## config.mk

```make
export PLATFORM = sky130hd
export DESIGN_NAME = axis_uart_tx
export DESIGN_NICKNAME = d
export VERILOG_FILES = /design/src/rtl/axis_uart_tx.sv
export SDC_FILE = /design/constraint.sdc
export NUM_CORES = 1
export LEC_CHECK = 0
export BUFFER_PORTS_ARGS = -buffer_cell sky130_fd_sc_hd__buf_2
export CAP_MARGIN = 20
export CORE_AREA = 5 5 45 86
export DETAILED_ROUTE_END_ITERATION = 10
export DIE_AREA = 0 0 50 91
export GPL_TIMING_DRIVEN = 0
export PLACE_DENSITY = 0.66
export SLEW_MARGIN = 20
export SYNTH_ARGS = -nofsm -noshare
export SYNTH_HDL_FRONTEND = slang
export SYNTH_SLANG_ARGS = --single-unit
export TNS_END_PERCENT = 20
```

## constraint.sdc

```tcl
create_clock -name clock -period 4.7 [get_ports clock]
set_clock_uncertainty 0.1 [all_clocks]
set_input_delay 0.705 -clock clock [delete_from_list [all_inputs] [get_ports clock]]
set_output_delay 0.705 -clock clock [all_outputs]
set_load 0.005 [all_outputs]
```

## src/rtl/axis_uart_tx.sv

```systemverilog
// rtl/axis_uart_tx.sv - AXI-stream sink that serializes words onto an async serial line
module axis_uart_tx #(
    parameter int CLKS_PER_BIT = 104,
    parameter int DATA_BITS    = 8,
    parameter int STOP_BITS    = 1
) (
    input  logic                 clock,
    input  logic                 resetn,
    input  logic [DATA_BITS-1:0] idata,
    input  logic                 ivalid,
    output logic                 iready,
    output logic                 txd,
    output logic                 busy
);

    localparam int TW   = (CLKS_PER_BIT > 1) ? $clog2(CLKS_PER_BIT) : 1;
    localparam int BMAX = (DATA_BITS > STOP_BITS) ? DATA_BITS : STOP_BITS;
    localparam int BW   = (BMAX > 1) ? $clog2(BMAX) : 1;

    localparam logic [TW-1:0] T_LAST = TW'(CLKS_PER_BIT - 1);
    localparam logic [BW-1:0] D_LAST = BW'(DATA_BITS - 1);
    localparam logic [BW-1:0] S_LAST = BW'(STOP_BITS - 1);

    typedef enum logic [1:0] {IDLE, START, DATA, STOP} state_t;

    state_t                state, state_next;
    logic [TW-1:0]         timer, timer_next;
    logic [BW-1:0]         bit_cnt, bit_cnt_next;
    logic [DATA_BITS-1:0]  shreg, shreg_next, shreg_shifted;
    logic                  txd_next;
    logic                  bit_end;
    logic                  accept;

    assign bit_end       = (timer == T_LAST);
    assign shreg_shifted = shreg >> 1;

    // Ready only while idle or in the very last cycle of the last stop bit, so
    // a waiting word can start the next frame with no gap on the line.
    assign iready = (state == IDLE) || ((state == STOP) && bit_end && (bit_cnt == S_LAST));
    assign accept = ivalid && iready;
    assign busy   = (state != IDLE);

    // State, timers, shift register and the registered line output.
    always_ff @(posedge clock or negedge resetn) begin
        if (!resetn) begin
            state   <= IDLE;
            timer   <= '0;
            bit_cnt <= '0;
            shreg   <= '0;
            txd     <= 1'b1;
        end else begin
            state   <= state_next;
            timer   <= timer_next;
            bit_cnt <= bit_cnt_next;
            shreg   <= shreg_next;
            txd     <= txd_next;
        end
    end

    // Next-state logic; txd_next is the line level for the cycle after the edge.
    always_comb begin
        state_next   = state;
        timer_next   = bit_end ? '0 : timer + TW'(1);
        bit_cnt_next = bit_cnt;
        shreg_next   = shreg;
        txd_next     = txd;
        case (state)
            IDLE: begin
                timer_next   = '0;
                bit_cnt_next = '0;
                txd_next     = 1'b1;
                if (accept) begin
                    state_next = START;
                    shreg_next = idata;
                    txd_next   = 1'b0;
                end
            end
            START: begin
                txd_next = 1'b0;
                if (bit_end) begin
                    state_next   = DATA;
                    bit_cnt_next = '0;
                    txd_next     = shreg[0];
                end
            end
            DATA: begin
                if (bit_end) begin
                    if (bit_cnt == D_LAST) begin
                        state_next   = STOP;
                        bit_cnt_next = '0;
                        txd_next     = 1'b1;
                    end else begin
                        bit_cnt_next = bit_cnt + BW'(1);
                        shreg_next   = shreg_shifted;
                        txd_next     = shreg_shifted[0];
                    end
                end
            end
            STOP: begin
                txd_next = 1'b1;
                if (bit_end) begin
                    if (bit_cnt == S_LAST) begin
                        bit_cnt_next = '0;
                        if (accept) begin
                            state_next = START;
                            shreg_next = idata;
                            txd_next   = 1'b0;
                        end else begin
                            state_next = IDLE;
                        end
                    end else begin
                        bit_cnt_next = bit_cnt + BW'(1);
                    end
                end
            end
            default: begin
                state_next = IDLE;
                txd_next   = 1'b1;
            end
        endcase
    end

endmodule

```

==> flow_metrics.env, run 1 <==
export IMPL_num_vias=1141
export IMPL_tightest_slew_ns=0.651
export IMPL_p_leak_uw=0.000721
export IMPL_final_common_cell="dfrtp_1"
export IMPL_chipWidth_um=50
export IMPL_grt_pass1_wl_um=5660
export IMPL_status="completed"
export IMPL_drive_gt1_share_pct=17.6
export IMPL_finalInstanceArea_sq_mm=0.00154
export IMPL_fin_crit_sh_pct=54.5
export IMPL_ant_nets=0
export IMPL_final_max_slew_violation_count=0
export IMPL_portBuffers=13
export IMPL_ys_flop_type="dfrtp_1"
export IMPL_synth_simple_area_share_pct=20.0
export IMPL_cp_arrival_ns=1.76
export IMPL_first_iter_violations=17
export IMPL_synthCells=142
export IMPL_syn_cell_area_sq_mm=0.00139
export IMPL_ios=14
export IMPL_grt_remaining_overflow=0
export IMPL_crit_path_end_kind="output port"
export IMPL_crit_chain="inv_1 -> ha_1 -> clkbuf_1 -> a31oi_1 -> inv_1 -> buf_2"
export IMPL_yosys_warnings=0
export IMPL_area_delta_synth_final_pct=10.7
export IMPL_cts_buffers_inserted=3
export IMPL_initial_core_util_pct=44.6
export IMPL_worstReg2RegStart="state[0]"
export IMPL_grt_max_degree=22
export IMPL_clk_pin_slew_worst_paths_ns=0.08
export IMPL_avgSynthCellArea_sq_um=9.81
export IMPL_r2r_cells=6
export IMPL_ctsHoldBuffers=0
export IMPL_fin_tns_setup_ns=0
export IMPL_synth_seq_cells=21
export IMPL_critical_path_top_delay_family="buffers and inverters"
export IMPL_post_drt_wl_per_cell_um=16.9
export IMPL_slowest_stage="dfrtp_1"
export IMPL_via_per_inst=6.01
export IMPL_firstDrtPassIters=5
export IMPL_synth_mux_area_share_pct=1.53
export IMPL_placed_cell_area_sq_mm=0.00150
export IMPL_path_depth=6
export IMPL_clk_latency_ns=0.26
export IMPL_cts_htree_levels=1
export IMPL_utilization_pct=49.4
export IMPL_synth_edf_count=0
export IMPL_fp_dieH_um=91
export IMPL_crit_top_cell="inv_1"
export IMPL_grt_busiest_layer="met2"
export IMPL_fin_cells=190
export IMPL_antenna_found_initial=0
export IMPL_drt_wl_total_um=3210
export IMPL_cp_required_ns=3.89
export IMPL_syn_nets=162
export IMPL_cap_violations=0
export IMPL_num_nets_final=180
export IMPL_peakVddDrop_uv=265
export IMPL_hp_class="primary input to asynchronous set/reset pin"
export IMPL_synthAdderAreaFrac_pct=8.09
export IMPL_cts_buffer_depth=2
export IMPL_clockRootBuffer="clkbuf_8"
export IMPL_cts_resized=0
export IMPL_worstPathMaxFanout=10
export IMPL_finalHoldViolCount=0
export IMPL_finalWeightedCongestion=0.858
export IMPL_postCtsSetupRepairBufs=0
export IMPL_r2r_end="state[0]"
export IMPL_rsz0062_at_grt="false"
export IMPL_async_flop_share_pct=100
export IMPL_dp_hpwl_um=2560
export IMPL_yosysUniqueCellTypes=44
export IMPL_period_minus_slack_ns=2.56
export IMPL_cp_num_buf_inv=4
export IMPL_crit_type="flip-flop to output port"
export IMPL_crit_path_start_kind="flip-flop"
export IMPL_powerDensity_mw_per_mm2=613
export IMPL_r2r_slack_ns=2.52
export IMPL_crit_start="state[0]"
export IMPL_use_met3_pct=2.13
export IMPL_cp_slowest_stage_delay_ns=0.40
export IMPL_synth_compound_area_share_pct=23.3
export IMPL_slew_headroom_pct=56.4
export IMPL_drc=0
export IMPL_place_inst=186
export IMPL_max_freq_ghz=0.391
export IMPL_synth_xor_area_share_pct=2.52
export IMPL_grt_usage_pct=15.3
export IMPL_final_cell_mix="dfrtp_1 (20), inv_1 (15), buf_2 (13)"
export IMPL_cts_tree="done"
export IMPL_power_uw=945
export IMPL_grt_pass1_vias=1236
export IMPL_clkSinkCount=21
export IMPL_met1_usage_pct=14.3
export IMPL_seq_area_frac_synth_pct=37.8
export IMPL_rows=29
export IMPL_setup_viol=0
export IMPL_dieArea_sq_mm=0.00455
export IMPL_use_met2_pct=30.6
export IMPL_core_sq_mm=0.00312
export IMPL_n_antenna_cell=0
export IMPL_cp_endpoint="iready"
export IMPL_synth_top_family_by_area="compound AO/OA/AOI/OAI gates"
==> cells in the mapped netlist, drive strengths merged, types with 2 or more instances <==
library cell,number,area share [%]
or2,3,1.3
a31oi,2,0.90
nor2,7,1.9
xnor2,2,1.3
o221a,7,5.7
nor3b,4,3.3
inv,15,4.0
ha,9,8.1
nand3,4,1.4
nor3,4,1.4
nand2,6,1.6
o21ai,10,4.4
and3,3,1.7
nand2b,2,0.90
dfrtp,20,36
buf,2,1.6
a32oi,7,4.4
clkbuf,4,1.1
xor2,2,1.3
and2b,2,1.1
a21oi,10,3.6
==> power by group <==
group	internal [uW]	total (uW)	leakage [uW]	switching, uW
clock	60.3	118	0.0000228	58.0
sequential	258	323	0.000267	64.9
combinational	223	504	0.000431	281
==> worst min-delay path by stage <==
stage	from	endpoint	slack (ns)	cells past startpoint
floorplan	resetn	bit_cnt[0]	0.31	0
global placement	timer[0]	timer[0]	0.34	1
detailed placement	timer[0]	timer[0]	0.35	1
CTS	resetn	shreg[1]	0.31	1
global route	resetn	shreg[2]	0.33	1
finish	resetn	shreg[2]	0.30	1
==> cells by family (layout without fill, tap and decap cells) <==
group	count (synthesis)	count (layout)
xor+xnor	4	4
simple gates	42	42
mux	2	2
fa+ha+maj	9	9
compound gates	43	43
buf+inv	21	38
flops	21	21
==> flip-flops by register name, summed over array words and instances (netlist names) <==
signal and flops:
txd 1, timer 7, bit_cnt 3, shreg 8, state 2
==> layer usage <==
layer / vias up / part of all wire (%)
met5: - / 0
met4: 0 / 0.47
met3: 2 / 3.5
met2: 27 / 62
met1: 559 / 34
li1: 553 / -
==> worst register-to-register path: stages (launching register included) <==
cell and delay, ns:
dfrtp_1 0.40, inv_1 0.11, ha_1 0.29, and2b_1 0.25, a21oi_1 0.32, nand3_1 0.18, o41a_1 0.40
==> layout make-up <==
cell class	instances	area (sq um)
plain buffers	6	37.5
clock buffers	4	45.0
fillers	301	1580
inverters	15	56.3
multi-input cells	100	772
flip-flops and latches	21	527
well taps	31	38.8
repair buffers	13	65.1
==> metrics by stage <==
stage                     setup WS [ns]  hold slack (ns)
after CTS                          2.14            0.312
after detailed placement           2.43            0.351
after global placement             2.48            0.341
after floorplan                    2.75            0.309
after global routing               1.93            0.329
final                              2.14            0.301
Power figures use the tool's default switching activity.
==> run 2, diff against run 1 <==
==> constraint.sdc (replaced) <==
create_clock -name clock -period 2.6 [get_ports clock]
set_clock_uncertainty 0.1 [all_clocks]
set_input_delay 0.39 -clock clock [delete_from_list [all_inputs] [get_ports clock]]
set_output_delay 0.39 -clock clock [all_outputs]
set_load 0.005 [all_outputs]
==> flow_metrics.env, run 2 (synthesis results as in run 1) <==
export IMPL_status="completed"
export IMPL_drt_wl_total_um=3230
export IMPL_holdWs_ns=0.211
export IMPL_ant_nets=0
export IMPL_largest_reg_flops=8
export IMPL_clkSinkCount=21
export IMPL_grt_pass1_wl_um=5680
export IMPL_drc=0
export IMPL_met1_usage_pct=14.4
export IMPL_power_uw=1710
export IMPL_cp_required_ns=2.11
export IMPL_firstDrtPassIters=4
export IMPL_max_freq_ghz=0.445
export IMPL_finalWeightedCongestion=0.858
export IMPL_worstPathMaxFanout=10
export IMPL_hp_class="primary input to flip-flop"
export IMPL_pre_cts_slack_ns=0.428
export IMPL_tightest_slew_ns=0.683
export IMPL_cts_tree="done"
export IMPL_grt_busiest_layer="met2"
export IMPL_placed_cell_area_sq_mm=0.00150
export IMPL_final_max_slew_violation_count=0
export IMPL_num_nets_final=181
export IMPL_initial_core_util_pct=44.6
export IMPL_drive_gt1_share_pct=17.5
export IMPL_cts_resized=0
export IMPL_portBuffers=13
export IMPL_finalInstanceArea_sq_mm=0.00155
export IMPL_first_iter_violations=12
export IMPL_clk_pin_slew_worst_paths_ns=0.07
export IMPL_final_common_cell="dfrtp_1"
export IMPL_grt_usage_pct=15.3
export IMPL_num_vias=1153
export IMPL_fp_dieH_um=91
export IMPL_fin_tns_setup_ns=0
export IMPL_top_register="shreg"
export IMPL_seqCellArea_sq_um=527
export IMPL_multi_input_area_sq_um=772
export IMPL_clockRootBuffer="clkbuf_8"
export IMPL_peakVddDrop_uv=479
export IMPL_grt_remaining_overflow=0
export IMPL_fin_ws_ns=0.351
export IMPL_top_regs="shreg x8, timer x7, bit_cnt x3"
export IMPL_fin_crit_sh_pct=86.5
export IMPL_use_met3_pct=2.13
export IMPL_rows=29
export IMPL_area_delta_synth_final_pct=11.4
export IMPL_grt_pass1_vias=1239
export IMPL_dp_hpwl_um=2560
export IMPL_setup_viol=0
export IMPL_finalHoldViolCount=0
export IMPL_ios=14
export IMPL_rsz0062_at_grt="false"
export IMPL_cts_htree_levels=1
export IMPL_dieArea_sq_mm=0.00455
export IMPL_p_leak_uw=0.000725
export IMPL_final_cell_mix="dfrtp_1 (20), inv_1 (15), buf_2 (13)"
export IMPL_cp_arrival_ns=1.76
export IMPL_slew_headroom_pct=54.3
export IMPL_crit_path_end_kind="output port"
export IMPL_use_met2_pct=30.6
export IMPL_cap_violations=0
export IMPL_via_per_inst=6.04
export IMPL_powerDensity_mw_per_mm2=1100
export IMPL_cts_buffer_depth=2
export IMPL_crit_type="flip-flop to output port"
export IMPL_crit_path_start_kind="flip-flop"
export IMPL_clk_latency_ns=0.26
export IMPL_fillerInstances=300
export IMPL_cts_buffers_inserted=3
export IMPL_antenna_found_initial=0
export IMPL_core_sq_mm=0.00312
export IMPL_period_minus_slack_ns=2.25
export IMPL_post_drt_wl_per_cell_um=16.9
export IMPL_chipWidth_um=50
export IMPL_n_antenna_cell=0
export IMPL_grt_max_degree=22
-- run 2: path summary, 6_finish.rpt --
kind / from / slack (ns) / cells after the start / to
max: state[0] / 0.35 / 6 / iready
min: ivalid / 0.21 / 2 / txd
max reg2reg: state[0] / 0.42 / 7 / shreg[2]
min reg2reg: timer[0] / 0.36 / 1 / timer[0]
max in group asynchronous: resetn / 1.52 / 2 / txd
min in group asynchronous: resetn / 0.52 / 2 / shreg[2]
-- run 2: layout make-up --
cell class | count | share of cell area [%]
multi-input cells | 100 | 49.8
flip-flops and latches | 21 | 34.0
repair buffers | 14 | 4.84
inverters | 15 | 3.63
clock buffers | 4 | 2.90
well taps | 31 | 2.50
plain buffers | 6 | 2.42
-- run 2: routing by layer --
metal / vias to the layer above / wire [um]
li1: 553 / -
met3: 4 / 103
met2: 21 / 1960
met1: 575 / 1130
met5: - / 0
met4: 0 / 38
-- run 2: where the power goes --
part | switching (uW) | internal (uW) | total [uW]
clock | 108 | 109 | 217
sequential | 116 | 466 | 582
combinational | 506 | 405 | 911
total | 731 | 980 | 1710
-- run 2: repair_timing --
action	in CTS	in global routing
hold buffers	1	0
buffers inserted	0	0
endpoints found under the hold margin	11	0
-- run 2: worst max-delay path, stage by stage, from the launching register on --
cell	delay [ns]
dfrtp_1	0.40
inv_1	0.11
ha_1	0.22
clkbuf_1	0.23
a31oi_1	0.34
inv_1	0.07
buf_2	0.13
-- run 2: stage by stage --
stage | cells | utilization [%]
2_1_floorplan | 142 | -
3_3_place_gp | 186 | 48.0
3_5_place_dp | 186 | 48.0
4_1_cts | 191 | 49.7
5_1_grt | 191 | 49.7
6_report | 191 | 49.7
==> run 3, diff against run 2 <==
==> constraint.sdc (replaced) <==
create_clock -name clock -period 2.1 [get_ports clock]
set_clock_uncertainty 0.1 [all_clocks]
set_input_delay 0.315 -clock clock [delete_from_list [all_inputs] [get_ports clock]]
set_output_delay 0.315 -clock clock [all_outputs]
set_load 0.005 [all_outputs]
==> flow_metrics.env, run 3 (synthesis results as in run 1) <==
export IMPL_finalHoldViolCount=0
export IMPL_cts_buffer_depth=2
export IMPL_clkSinkCount=21
export IMPL_rsz0062_at_grt="true"
export IMPL_sw_frac_of_total_pct=42.7
export IMPL_n_antenna_cell=0
export IMPL_top_register="shreg"
export IMPL_grt_max_degree=22
export IMPL_cp_arrival_ns=2.06
export IMPL_firstDrtPassIters=4
export IMPL_fin_crit_sh_pct=96.4
export IMPL_drc=0
export IMPL_tightest_slew_ns=0.501
export IMPL_num_nets_final=182
export IMPL_hp_class="primary input to flip-flop"
export IMPL_dr_wl_met2_um=1950
export IMPL_initial_core_util_pct=44.6
export IMPL_ios=14
export IMPL_powerDensity_mw_per_mm2=1360
export IMPL_cts_htree_levels=1
export IMPL_portBuffers=13
export IMPL_slew_headroom_pct=66.6
export IMPL_grt_pass1_wl_um=5680
export IMPL_final_cell_mix="dfrtp_1 (19), inv_1 (14), buf_2 (14)"
export IMPL_p_leak_uw=0.000732
export IMPL_final_max_slew_violation_count=0
export IMPL_switchingPower_uw=941
export IMPL_crit_path_end_kind="flip-flop"
export IMPL_power_uw=2200
export IMPL_grt_remaining_overflow=0
export IMPL_area_delta_synth_final_pct=16.2
export IMPL_antenna_found_initial=0
export IMPL_fp_dieH_um=91
export IMPL_seqCellArea_sq_um=528
export IMPL_via_per_inst=6.02
export IMPL_ant_nets=0
export IMPL_core_sq_mm=0.00312
export IMPL_r2r_end="shreg[2]"
export IMPL_hold_start="ivalid"
export IMPL_peakVddDrop_uv=615
export IMPL_crit_start="bit_cnt[0]"
export IMPL_clkPwrFrac_pct=11.9
export IMPL_crit_type="flip-flop to flip-flop"
export IMPL_clk_latency_ns=0.25
export IMPL_drive_gt1_share_pct=26.1
export IMPL_holdWs_ns=0.149
export IMPL_cts_tree="done"
export IMPL_num_vias=1155
export IMPL_dp_hpwl_um=2560
export IMPL_r2r_cells=7
export IMPL_drt_wl_total_um=3260
export IMPL_multi_input_area_sq_um=825
export IMPL_worstReg2RegStart="bit_cnt[0]"
export IMPL_first_iter_violations=13
export IMPL_clk_pin_slew_worst_paths_ns=0.07
export IMPL_finalWeightedCongestion=0.858
export IMPL_rows=29
export IMPL_crit_path_start_kind="flip-flop"
export IMPL_chipWidth_um=50
export IMPL_grt_usage_pct=15.3
export IMPL_fillerInstances=298
export IMPL_post_drt_wl_per_cell_um=17.0
export IMPL_cts_buffers_inserted=3
export IMPL_combPwrFrac_pct=55.0
export IMPL_holdPathEnd="txd"
export IMPL_clockRootBuffer="clkbuf_8"
export IMPL_r2r_slack_ns=0.08
export IMPL_highest_layer="met4"
export IMPL_dieArea_sq_mm=0.00455
export IMPL_p_int_uw=1260
export IMPL_worstPathMaxFanout=7
export IMPL_wl_met1_um=1170
export IMPL_cp_required_ns=2.14
export IMPL_period_minus_slack_ns=2.02
export IMPL_met3_length_um=96
export IMPL_grt_pass1_vias=1241
export IMPL_whs_path_depth=2
export IMPL_largest_reg_flops=8
export IMPL_max_freq_ghz=0.494
export IMPL_top_regs="shreg x8, timer x7, bit_cnt x3"
export IMPL_final_common_cell="dfrtp_1"
export IMPL_status="completed"
export IMPL_cap_violations=0
export IMPL_setup_viol=0
export IMPL_seq_power_share_pct=33.1
-- run 3: changes by cell type in the layout (fill, tap and decap cells not counted), sizes merged --
| cell | delta |
|---|---|
| buf | +3 |
| clkbuf | -2 |
-- run 3: layout make-up --
type	instances	area share (%)
clock buffers	4	2.78
well taps	31	2.40
repair buffers	16	5.57
plain buffers	5	2.17
inverters	15	3.48
multi-input cells	100	51.0
flip-flops and latches	21	32.6
-- run 3: metrics by stage --
step                util, %  setup TNS [ns]  cells  setup slack [ns]  cell area [sq um]
floorplan                 -               0    142             0.152               1390
global placement       48.0         -0.0704    186           -0.0155               1500
detailed placement     48.0          -0.444    186           -0.0723               1500
CTS                    50.2         -0.0144    191           -0.0144               1570
global route           51.8         -0.0318    192           -0.0126               1620
finish                 51.8               0    192            0.0761               1620
-- run 3: how the worst max path moves through the flow --
stage                           to  slack [ns]  cells past startpoint
after CTS                 state[0]       -0.01                      6
after floorplan           shreg[0]        0.15                      7
final                     shreg[2]        0.08                      7
after global routing      shreg[4]       -0.01                      7
after detailed placement  shreg[2]       -0.07                      7
after global placement    shreg[2]       -0.02                      7
-- run 3: worst max-delay path, stage by stage, from the launching register on --
cell	delay, ns
dfrtp_1	0.40
ha_2	0.19
ha_1	0.18
and2b_2	0.27
nand4b_4	0.15
or2_1	0.24
buf_6	0.14
o221a_1	0.23
-- run 3: timing repair --
action,4_1_cts,5_1_grt
setup endpoints to repair,9,12
resized for setup,5,11
setup buffers,0,2
hold buffers,1,0
pin swaps,1,0
endpoints found under the hold margin,20,0
-- run 3: power by group through the flow --
stage	clock network [uW]	logic [uW]	registers, uW
after floorplan	0	862	683
after global routing	303	1370	753
after CTS	277	1150	720
after global placement	0	1080	710
after detailed placement	0	1130	727
final	262	1210	731
-- run 3: per-layer routing --
| layer | up-vias | global-route usage, % |
|---|---|---|
| met4 | 0 | 5.69 |
| met3 | 6 | 2.13 |
| li1 | 557 | - |
| met2 | 19 | 30.6 |
| met1 | 573 | 14.4 |
| met5 | - | 0 |
